$ cat src/rtl/up_down_counter.sv
// Loadable WIDTH-bit up/down counter with asynchronous active-low clear.
// tc flags the wrap point in the current direction for cascading.
module up_down_counter #(
  parameter int WIDTH = 4
) (
  input  logic             clk,
  input  logic             rst,
  input  logic [WIDTH-1:0] d,
  input  logic             load,
  input  logic             sel,
  output logic [WIDTH-1:0] count,
  output logic             tc
);

  localparam logic [WIDTH-1:0] ONE = {{(WIDTH-1){1'b0}}, 1'b1};

  logic [WIDTH-1:0] count_q;
  logic [WIDTH-1:0] count_d;

  // Load is tested first so an unknown sel cannot reach the state while loading.
  always_comb begin
    // NOTE: default assignment first so every path drives count_d and no latch is inferred.
    count_d = count_q;
    if (load) begin
      count_d = d;
    end else if (sel) begin
      count_d = count_q + ONE;
    end else begin
      count_d = count_q - ONE;
    end
  end

  always_ff @(posedge clk or negedge rst) begin
    if (!rst) begin
      count_q <= '0;
    end else begin
      // NOTE: non-blocking assignment for registered state avoids simulation races between flops.
      count_q <= count_d;
    end
  end

  assign count = count_q;
  assign tc    = sel ? (&count_q) : ~(|count_q);

endmodule

$ cat config.mk
export PLATFORM = sky130hd
export DESIGN_NAME = up_down_counter
export DESIGN_NICKNAME = d
export VERILOG_FILES = /design/src/rtl/up_down_counter.sv
export SDC_FILE = /design/constraint.sdc
export NUM_CORES = 1
export LEC_CHECK = 0
export ABC_AREA = 1
export BUFFER_PORTS_ARGS = -buffer_cell sky130_fd_sc_hd__buf_2
export CORE_AREA = 2 2 39 41
export DETAILED_ROUTE_END_ITERATION = 16
export DIE_AREA = 0 0 41 43
export PLACE_DENSITY_LB_ADDON = 0.12
export SYNTH_ARGS = -nofsm -noshare
export SYNTH_HDL_FRONTEND = slang
export SYNTH_SLANG_ARGS = --single-unit
$ cat constraint.sdc
create_clock -name clk -period 1.05 [get_ports clk]
set_input_delay 0.21 -clock clk [delete_from_list [all_inputs] [get_ports clk]]
set_output_delay 0.21 -clock clk [all_outputs]
set_load 0.02 [all_outputs]
==> flow_summary.yaml <==
status:
  outcome: "finished, violations left"
  failed_checks: "negative setup slack"
synth:
  seq_area_frac_synth_pct: 37.4
  async_flop_share_pct: 100
  netlist_instances: 35
  synth-edff-count: 0
  synth_top_area_share_pct: 37.4
  synth_top_area_cell: "dfrtp_1"
  netlist_top_cells_count: "nand2_1, nand3_1, dfrtp_1, inv_1, o21ai_0"
  syn_area_per_cell_um2: 7.65
  synth.net_count: 46
  ys_ff_latch: 4
  synth.most_common_cell: "nand2_1"
  synth_cell_type_count: 11
  synthFlopType: "dfrtp_1"
  synthesis.area_um2: 268
  yosysWarnings: 0
  synthTopCellsByArea: "dfrtp_1, nand2_1, ha_1, nand3_1, fa_1"
critical_path:
  worstPathCellList: "nor3_2 > nand3_1 > o21ai_2 > buf_6"
  cp-end-kind: "output pin"
  crit_fanout: 2
  path_class: "reg2out"
  startpoint: "count[0]"
  cpPeakStageDelay_ns: 0.40
  regToRegStartpoint: "count[2]"
  critPathSlowestCell: "dfrtp_2"
  setup.worst_path.start_class: "register"
  cp.required_ns: 0.84
  cp.arrival_ns: 1.13
sta:
  setup_violations: 7
  finalCritPeriodShare_pct: 127
  min_period_ns: 1.34
  layout_setup_ws_ns: -0.289
  max_slew.worst_pin.slew_ns: 0.139
  setup_tns_ns: -1.30
  hold_viol: 0
  fin_skew_ns: 0.00461
  rsz0062_at_grt: "true"
  fmax_mhz: 747
  slew_headroom_pct: 90.7
  drv_slew: 0
clocking:
  cts-buffers-inserted: 3
  path_clk_slew_ns: 0.04
  cts.htree.levels: 1
  cts_tree: "yes"
  cts_buffer_depth: 2
  insertion_delay_ns: 0.24
  cts.sinks: 4
  cts_root_buf: "clkbuf_4"
job:
  max-cap-violations: 0
die:
  ioPinCount: 13
  die_w_um: 41
  std_cell_rows: 14
  dieArea_um2: 1760
  die_h_um: 43
  fp.coreArea_um2: 1380
  initial_core_util_pct: 19.3
global_routing:
  antenna_found_initial: 0
  grt_pass1_wl_um: 1260
  grt_pass1_vias: 302
  grt_max_degree: 8
  grtUsageTotal_pct: 10.9
  gr-total-overflow: 0
drt:
  drcViolationCount: 0
  drt_iter0_drc: 2
  finalWirelength_um: 752
  ant_nets: 0
  vias_per_cell: 4.08
  routedWlPerCell_um: 9.89
  first_pass_iters: 2
  vias: 310
cells_and_area:
  n_antenna_cell: 0
  drive_gt1_share_pct: 63.3
  fin_nets: 72
  largest_reg_flops: 4
  final_core_util_pct: 39.9
  areaGrowthSynthToFinish_pct: 106
placement:
  dpl.hpwl_um: 525
  place.gp.congestion: 0.661
  io_buffers: 12
  dp_worst_setup_slack_ns: -0.102
power:
  p_leak_uw: 0.000264
  peakVddDrop_v: 0.000826
  power_density_nw_per_um2: 1550
hold_path:
  hp-start: "d[0]"
  hold_class: "in2reg"
power breakdown:
| group | switching, uW | internal (uW) | leakage (uW) | total, uW |
|---|---|---|---|---|
| clock | 67.7 | 143 | 0.0000150 | 211 |
| combinational | 207 | 228 | 0.000205 | 435 |
| sequential | 27.2 | 185 | 0.0000445 | 212 |
kinds of logic (layout without fill, tap and decap cells):
group,Yosys count,count (layout),share of synthesized area (%)
flops,4,4,37.4
buf+inv,4,29,5.61
fa+ha+maj,3,3,16.8
xor+xnor,1,1,3.27
simple gates,19,19,29.4
compound gates,4,4,7.47
final cells by class:
type	count	area, um^2
Sequential cell	4	104
Inverter	4	15.0
Timing Repair Buffer	21	159
Clock buffer	4	26.3
Fill cell	150	832
Tap cell	16	20.0
Multi-Input combinational cell	27	228
routing by layer:
metal	vias up	share of wire [%]	global-route usage [%]	routed length, um
met1	135	40	14.0	304
met2	11	53	15.3	401
met5	-	0	0	0
met4	0	0	8.00	0
met3	0	6.3	2.09	47
li1	164	-	-	-
layout by cell type (no fill, tap or decap), drive strengths merged, types with 2 or more instances in the layout:
master,count
buf,20
inv,4
nand3,5
dfrtp,4
clkbuf,4
ha,2
nand2,13
o21ai,3
stage by stage:
step / hold slack [ns] / power (uW) / std cells / instance area, um^2
global placement: 0.0177 / 512 / 68 / 412
global route: 0.197 / 936 / 76 / 552
finish: 0.183 / 857 / 76 / 552
detailed placement: 0.0180 / 503 / 68 / 412
CTS: 0.173 / 822 / 76 / 522
floorplan: -0.0856 / 387 / 35 / 294
final timing paths:
kind	to	slack, ns	cells past startpoint
worst min register to register	count[0]	0.73	3
max in group asynchronous	count[0]	0.61	2
min in group asynchronous	count[1]	0.30	2
worst max register to register	count[3]	-0.22	6
worst max-delay path	tc	-0.29	4
worst min-delay path	count[0]	0.18	3
critical path, delay by kind of cell, from the launching register on:
kind            cells  cell delay, ns
simple gates        2            0.28
flops               1            0.40
buf+inv             1            0.13
compound gates      1            0.08
repair_timing:
action / in CTS / in global routing
gates resized for setup: 12 / 6
buffers inserted: 3 / 0
hold endpoints to repair: 4 / 0
hold buffers: 1 / 0
pin swaps: 4 / 3
endpoints found under the setup margin: 7 / 7
No activity file was read; power rests on OpenSTA's default activity.
